<file path="src/rtl/sr_reg_pkg.sv">
// Shared types for the set/reset register bank: runtime modes, handshake FSM states and
// conflict-policy encodings.
package sr_reg_pkg;

  typedef enum logic [1:0] {
    MODE_D      = 2'd0,
    MODE_SR     = 2'd1,
    MODE_FREEZE = 2'd2
  } mode_e;

  typedef enum logic {
    ST_RUN    = 1'b0,
    ST_SWITCH = 1'b1
  } state_e;

  localparam int unsigned POL_HOLD   = 0;
  localparam int unsigned POL_SET    = 1;
  localparam int unsigned POL_CLEAR  = 2;
  localparam int unsigned POL_TOGGLE = 3;

  // The reserved encoding 3 behaves as freeze.
  function automatic mode_e decode_mode(input logic [1:0] req);
    case (req)
      2'd0:    decode_mode = MODE_D;
      2'd1:    decode_mode = MODE_SR;
      default: decode_mode = MODE_FREEZE;
    endcase
  endfunction

endpackage

</file>
<file path="src/rtl/sr_bit_cell.sv">
// Next-state logic for one stored bit: D load, per-bit set/reset with a configurable
// S=R=1 policy, or hold.
module sr_bit_cell
  import sr_reg_pkg::*;
#(
  parameter int unsigned CONFLICT_POL = POL_HOLD
) (
  input  logic  s,
  input  logic  r,
  input  logic  d,
  input  logic  en,
  input  mode_e mode,
  input  logic  q,
  output logic  q_next
);

  always_comb begin
    q_next = q;
    case (mode)
      MODE_D: begin
        if (en) q_next = d;
      end
      MODE_SR: begin
        case ({s, r})
          2'b10: q_next = 1'b1;
          2'b01: q_next = 1'b0;
          2'b11: begin
            case (CONFLICT_POL)
              POL_SET:    q_next = 1'b1;
              POL_CLEAR:  q_next = 1'b0;
              POL_TOGGLE: q_next = ~q;
              default:    q_next = q;
            endcase
          end
          default: q_next = q;
        endcase
      end
      default: q_next = q;
    endcase
  end

endmodule

</file>
<file path="src/rtl/sr_reg_bank.sv">
// WIDTH-bit clocked flag bank with D / SR / freeze modes, handshaked mode switching,
// change and conflict flags. SR_REG_BANK_CONFLICT_CNT_EN adds a saturating conflict counter.
module sr_reg_bank
  import sr_reg_pkg::*;
#(
  parameter int unsigned       WIDTH        = 8,
  parameter logic [WIDTH-1:0]  RESET_VAL    = '0,
  parameter int unsigned       CONFLICT_POL = 0,
  parameter int unsigned       CNT_W        = 8
) (
  input  logic             clk,
  input  logic             reset,
  input  logic [WIDTH-1:0] in_d,
  input  logic             in_en,
  input  logic [WIDTH-1:0] in_s,
  input  logic [WIDTH-1:0] in_r,
  input  logic [1:0]       mode_req,
  input  logic             mode_valid,
  output logic             mode_ready,
  output logic [1:0]       mode_cur,
  output logic [WIDTH-1:0] out_q,
  output logic [WIDTH-1:0] out_q_bar,
  output logic             q_changed,
  output logic             conflict
`ifdef SR_REG_BANK_CONFLICT_CNT_EN
  ,
  output logic [CNT_W-1:0] conflict_cnt
`endif
);

  state_e           state_q;
  mode_e            mode_q;
  mode_e            pend_q;
  mode_e            mode_eff;
  logic [WIDTH-1:0] next_q;
  logic             conflict_d;

  // The SWITCH cycle discards data by running the cells as if frozen.
  assign mode_eff   = (state_q == ST_SWITCH) ? MODE_FREEZE : mode_q;
  assign conflict_d = (state_q == ST_RUN) && (mode_q == MODE_SR) && (|(in_s & in_r));

  for (genvar i = 0; i < WIDTH; i++) begin : g_cell
    sr_bit_cell #(
      .CONFLICT_POL(CONFLICT_POL)
    ) u_cell (
      .s     (in_s[i]),
      .r     (in_r[i]),
      .d     (in_d[i]),
      .en    (in_en),
      .mode  (mode_eff),
      .q     (out_q[i]),
      .q_next(next_q[i])
    );
  end

  always_ff @(posedge clk) begin
    if (!reset) begin
      state_q   <= ST_RUN;
      mode_q    <= MODE_D;
      pend_q    <= MODE_D;
      out_q     <= RESET_VAL;
      q_changed <= 1'b0;
      conflict  <= 1'b0;
    end else begin
      out_q     <= next_q;
      q_changed <= (next_q != out_q);
      conflict  <= conflict_d;
      case (state_q)
        ST_RUN: begin
          if (mode_valid) begin
            pend_q  <= decode_mode(mode_req);
            state_q <= ST_SWITCH;
          end
        end
        default: begin
          mode_q  <= pend_q;
          state_q <= ST_RUN;
        end
      endcase
    end
  end

  assign mode_ready = (state_q == ST_RUN);
  assign mode_cur   = mode_q;
  assign out_q_bar  = ~out_q;

`ifdef SR_REG_BANK_CONFLICT_CNT_EN
  logic [CNT_W-1:0] cnt_q;

  always_ff @(posedge clk) begin
    if (!reset) begin
      cnt_q <= '0;
    end else if (conflict_d && (cnt_q != '1)) begin
      cnt_q <= cnt_q + CNT_W'(1);
    end
  end

  assign conflict_cnt = cnt_q;
`else
  logic unused_cnt_w;
  assign unused_cnt_w = ^CNT_W;
`endif

endmodule

</file>
<file path="config.mk">
export PLATFORM = sky130hd
export DESIGN_NAME = sr_reg_bank
export DESIGN_NICKNAME = d
export VERILOG_FILES = /design/src/rtl/sr_reg_pkg.sv /design/src/rtl/sr_bit_cell.sv /design/src/rtl/sr_reg_bank.sv
export SDC_FILE = /design/constraint.sdc
export NUM_CORES = 1
export LEC_CHECK = 0
export BUFFER_PORTS_ARGS = -buffer_cell sky130_fd_sc_hd__clkbuf_2
export CELL_PAD_IN_SITES_DETAIL_PLACEMENT = 1
export CELL_PAD_IN_SITES_GLOBAL_PLACEMENT = 2
export CORE_UTILIZATION = 25
export DETAILED_ROUTE_END_ITERATION = 12
export GPL_ROUTABILITY_DRIVEN = 0
export PLACE_DENSITY = 0.86
export SETUP_SLACK_MARGIN = 0.3
export SYNTH_ARGS = -nofsm -noshare
export SYNTH_HDL_FRONTEND = slang
export SYNTH_SLANG_ARGS = --single-unit
</file>
<file path="constraint.sdc">
create_clock -name clk -period 2.1 [get_ports clk]
set_clock_uncertainty 0.15 [all_clocks]
set_input_delay 0.525 -clock clk [delete_from_list [all_inputs] [get_ports clk]]
set_output_delay 0.525 -clock clk [all_outputs]
set_load 0.005 [all_outputs]
</file>
* Word-level counts from Yosys, hierarchy flattened
Index checks and enable logic that the tools add are counted.
** Cells by class
- Equality and inequality tests :: 20
- Multiplexer cells :: 27
- Bitwise operators :: 4
- Reduce and logical (&&, ||, !) cells :: 7
** Operator list (number)
- $pmux W1 S2 :: 16
- $eq A2 B1 Y1 const B :: 11
- $eq A2 B2 Y1 const B :: 8
- $mux W1 :: 9
- $and A8 B8 Y8 :: 1
- $ne A8 B8 Y1 :: 1
- $not A8 Y8 :: 1
- $reduce_or A8 Y1 :: 1
- $logic_not A2 Y1 :: 2
- $pmux W2 S2 :: 1
- $logic_and A1 B1 Y1 :: 2
- $mux W2 :: 1
- $not A1 Y1 :: 2
- $reduce_and A2 Y1 :: 1
- $reduce_or A2 Y1 :: 1
** Word-level totals
- Bits in registers :: 15
- Input bits :: 30
- Output and inout bits :: 21
- Word-level logic and storage cells :: 64

* Logic depth before layout (Yosys ltp)
- Depth in word-level cells :: 4
- Gate-level depth with buffers :: 6
- Mapped depth without buffers :: 6

* By module
A second synthesis with hierarchy kept.
** Second synthesis, totals
- Cells, all modules :: 143
- Area, all modules :: 1156.1 um2
** Modules (own cells, without submodules)
- sr_reg_bank :: times used 1, cells each 63, area an instance 625.6 um2, seq. area each 300.3 um2
- sr_bit_cell :: times used 8, cells each 10, area an instance 66.3 um2, seq. area each 0.0 um2

* Least setup slack after synthesis
OpenSTA, ideal clock, no wires.
- Path kind :: input to register
- Start point :: input in_r[0]
- End point :: register q_changed
- Setup time :: 0.081 ns
- Arrival time :: 1.491 ns
- Data required time :: 1.869 ns
- Slack :: 0.379 ns
- Stages on the path :: 6
- Path buffers :: 0
- Cell sequence :: inv_1 ha_1 nor4b_1 nand2_1 and3_1 a41oi_1
** On the way
- Cells in the longest elaborated chain, start to end :: 4
- Elaborated cells on any way between the ends :: 5
- Those cells by class :: 3 x eq/ne; 2 x mux
** Ends and longest elaborated chain
- start: declaration :: line sr_reg_bank.sv:16 : input logic [WIDTH-1:0] in_r,
- $eq A2 B1 Y1 / $eq A2 B2 Y1 (equally long branches) :: line sr_bit_cell.sv:24 : case ({s, r})
- $pmux W1 S2 * :: line sr_bit_cell.sv:24
- $pmux W1 S2 * :: line sr_bit_cell.sv:19 : case (mode)
- $ne A8 B8 Y1 * :: line sr_reg_bank.sv:66 : q_changed <= (next_q != out_q);
- end signal: assignment :: line sr_reg_bank.sv:66
- end: declaration :: line sr_reg_bank.sv:23 : output logic q_changed,
Every way passes the cells marked *; elsewhere a longest branch is shown, timed or not.
A chain may end at the register's enable or synchronous reset.

* Worst setup path in the final report
- Start point :: register mode_q[1] (netlist: mode_cur[1])
- End point :: output mode_cur[1]
** RTL lines
- start: declaration :: line sr_reg_bank.sv:32 : mode_e mode_q;
- start signal: assignment :: line sr_reg_bank.sv:76 : mode_q <= pend_q;
- end: declaration :: line sr_reg_bank.sv:20 : output logic [1:0] mode_cur,
No word-level cell between the ends.

==> metrics <==
run status finished clean; synthesis-to-layout area growth 24.2%; slowest stage delay, CP 610 ps; worst-path maximum fanout 12; final net count 261; share of cells above drive strength 1 29.0%; R2R depth 3; iteration count of the initial detailed-routing pass 4; Cell Chain, Critical Path clkbuf_2; clock-pin slew on the worst setup and hold paths 70 ps; Peak VDD IR 0.248 mV; die boundary width 76.2 µm; initial antenna violation count 0; Hold Path Class register to register; Final Total Pwr 0.835 mW; register bit total from synthesis 15; kind of critical path register to output port; non-filler cells in the finished layout 284; Final TNS setup 0 ps; Power Dens Cells 488 nW/µm²; synthesized instance count 174; CTS Buf Count 3; CTS sink cnt 15; detailed-route via count 1331; Root Driver clkbuf_8; commonest cells after routing, fill and taps aside 50 x clkbuf_2, 19 x inv_1, 15 x ha_1, 15 x dfxtp_1, 14 x o21ai_0; Synth warnings 0; post-detailed-route count of antenna-violating nets 0; MaxCap Viol Count 0; Yosys top cell area share 21.8%; hold path depth 2; Buf+Inv Stages, Crit Path 1; # IOs 51; CP max stage cell dfxtp_1; synthesized area per cell 7.91 µm²; vias in the first global route 1376; Die H 76.2 µm; Rel. slew slack 58.8%; Final Hold Fails 0; CP delay by family, top flip-flops; placed cells 280; Port Buf Inserts 50; reg2reg setup slack 490 ps; largest net degree at the start of global routing 21; Synth async-reset ratio 0%; clk_lat worst skew 250 ps; H-tree depth 1; Slew Viols, Final 0; Post-synth EDFFs 0; Crit. End Element output port; diodes inserted 0; 1st-iter DRT viols 67; die area 5810 µm²; Crit path depth 1; global route overflow 0; post-synth top area cell dfxtp_1; Tcrit/Tclk final 82.5%; Leak 0.800 nW; Synth area leaders dfxtp_1 22%, ha_1 15%, xor2_1 5.7%; per-cell routed wire length 13.7 µm; CTS tree done; WL final 3.89 mm; Most used DFF post-synth dfxtp_1; Seq/Total Area, Yosys 21.8%; Mapped Area 1380 µm²; crit start category register; Floorplan Core Area 5200 µm²; RSZ-0062 raised after global routing no; Clock Tree Buf Depth 2; Worst Tran Pin Value 618 ps; fin crit period 1730 ps; post-synthesis cell type count 39; Fmax 0.578 GHz; syn_nets 220; dpl hpwl 3.13 mm; final setup fails 0; GRT Overall Usage 14.1%; row count 26; DRC Markers 0; Initial Utilization 26.4%; first-pass GRT wire length 6.64 mm; WP data required 1420 ps; number of vias per cell 4.69; most common cell after layout, fill and taps aside clkbuf_2; CP arrival 1060 ps
-- synth_stat cells (all sizes together) (2+ instances only) --
master and instances:
o21ai 14, nor4 3, nor2 14, nand2 6, xnor2 5, ha 16
inv 19, o22ai 2, a21boi 3, o221ai 2, a22o 5, clkbuf 4
o211ai 3, dfxtp 15, nor2b 6, a211oi 5, mux2i 4, a21oi 5
xor2 9, buf 13, nor3 2, o31ai 6
-- layer usage --
layer	track usage [%]	wire length, µm
met1	18.8	1920
met2	23.8	1770
met3	2.63	165
met4	2.88	29
met5	0	0
-- flip-flops by register name, summed over array words and instances, names as in the netlist --
name	flops
out_q	8
mode_cur	2
pend_q	2
conflict	1
q_changed	1
state_q	1
-- cells by family (layout without fill, tap and decap cells) --
| family | count (synthesis) | in the layout | synth area share [%] |
|---|---|---|---|
| mux | 4 | 4 | 2.91 |
| fa+ha+maj | 16 | 16 | 14.5 |
| flops | 15 | 15 | 21.8 |
| xor+xnor | 14 | 14 | 8.91 |
| simple gates | 39 | 39 | 15.0 |
| compound gates | 50 | 50 | 24.5 |
| buf+inv | 36 | 76 | 12.4 |
-- power by group --
part / switching, mW / total [mW] / internal [mW] / leakage, nW
clock network: 0.111 / 0.243 / 0.132 / 0.0255
registers: 0.0288 / 0.331 / 0.303 / 0.123
logic: 0.132 / 0.261 / 0.128 / 0.651
total: 0.272 / 0.835 / 0.563 / 0.800
-- repair_timing --
action                                  4_1_cts  5_1_grt
gates resized for setup                       0        3
buffers inserted                              0        0
endpoints found under the setup margin        0        1
hold buffers                                  0        0
hold endpoints to repair                      0        0
-- layout make-up --
| cell class | count | area [µm²] |
|---|---|---|
| multi-input combinational | 123 | 931 |
| clock inverter | 1 | 5.00 |
| clock buffer | 3 | 41.3 |
| tap | 70 | 87.6 |
| fill | 657 | 3500 |
| timing repair buffer | 53 | 273 |
| inverter | 19 | 71.3 |
| sequential | 15 | 300 |
-- final timing paths --
path                                  from                endpoint
hold reg to reg     pend_q[0]$_SDFFE_PN0P_  pend_q[0]$_SDFFE_PN0P_
hold / removal      pend_q[0]$_SDFFE_PN0P_  pend_q[0]$_SDFFE_PN0P_
setup / recovery  mode_cur[1]$_SDFFE_PN0P_             mode_cur[1]
setup reg to reg  mode_cur[1]$_SDFFE_PN0P_     out_q[6]$_SDFF_PN0_
-- worst register-to-register path, delay by kind of cell (launching register included) --
kind	cells	cell delay, ps
compound gates	2	360
simple gates	1	570
flops	1	450
-- stage by stage --
| stage | hold WS [ps] | setup slack, ps | instance area [µm²] | utilization, % |
|---|---|---|---|---|
| after floorplan | 304 | 379 | 1380 | - |
| after global placement | 317 | 176 | 1640 | 31.5 |
| after detailed placement | 367 | 92.6 | 1640 | 31.5 |
| after CTS | 374 | 342 | 1680 | 32.4 |
| after global routing | 415 | 307 | 1710 | 32.8 |
| final | 362 | 368 | 1710 | 32.8 |
No activity file was read; power rests on OpenSTA's default activity.
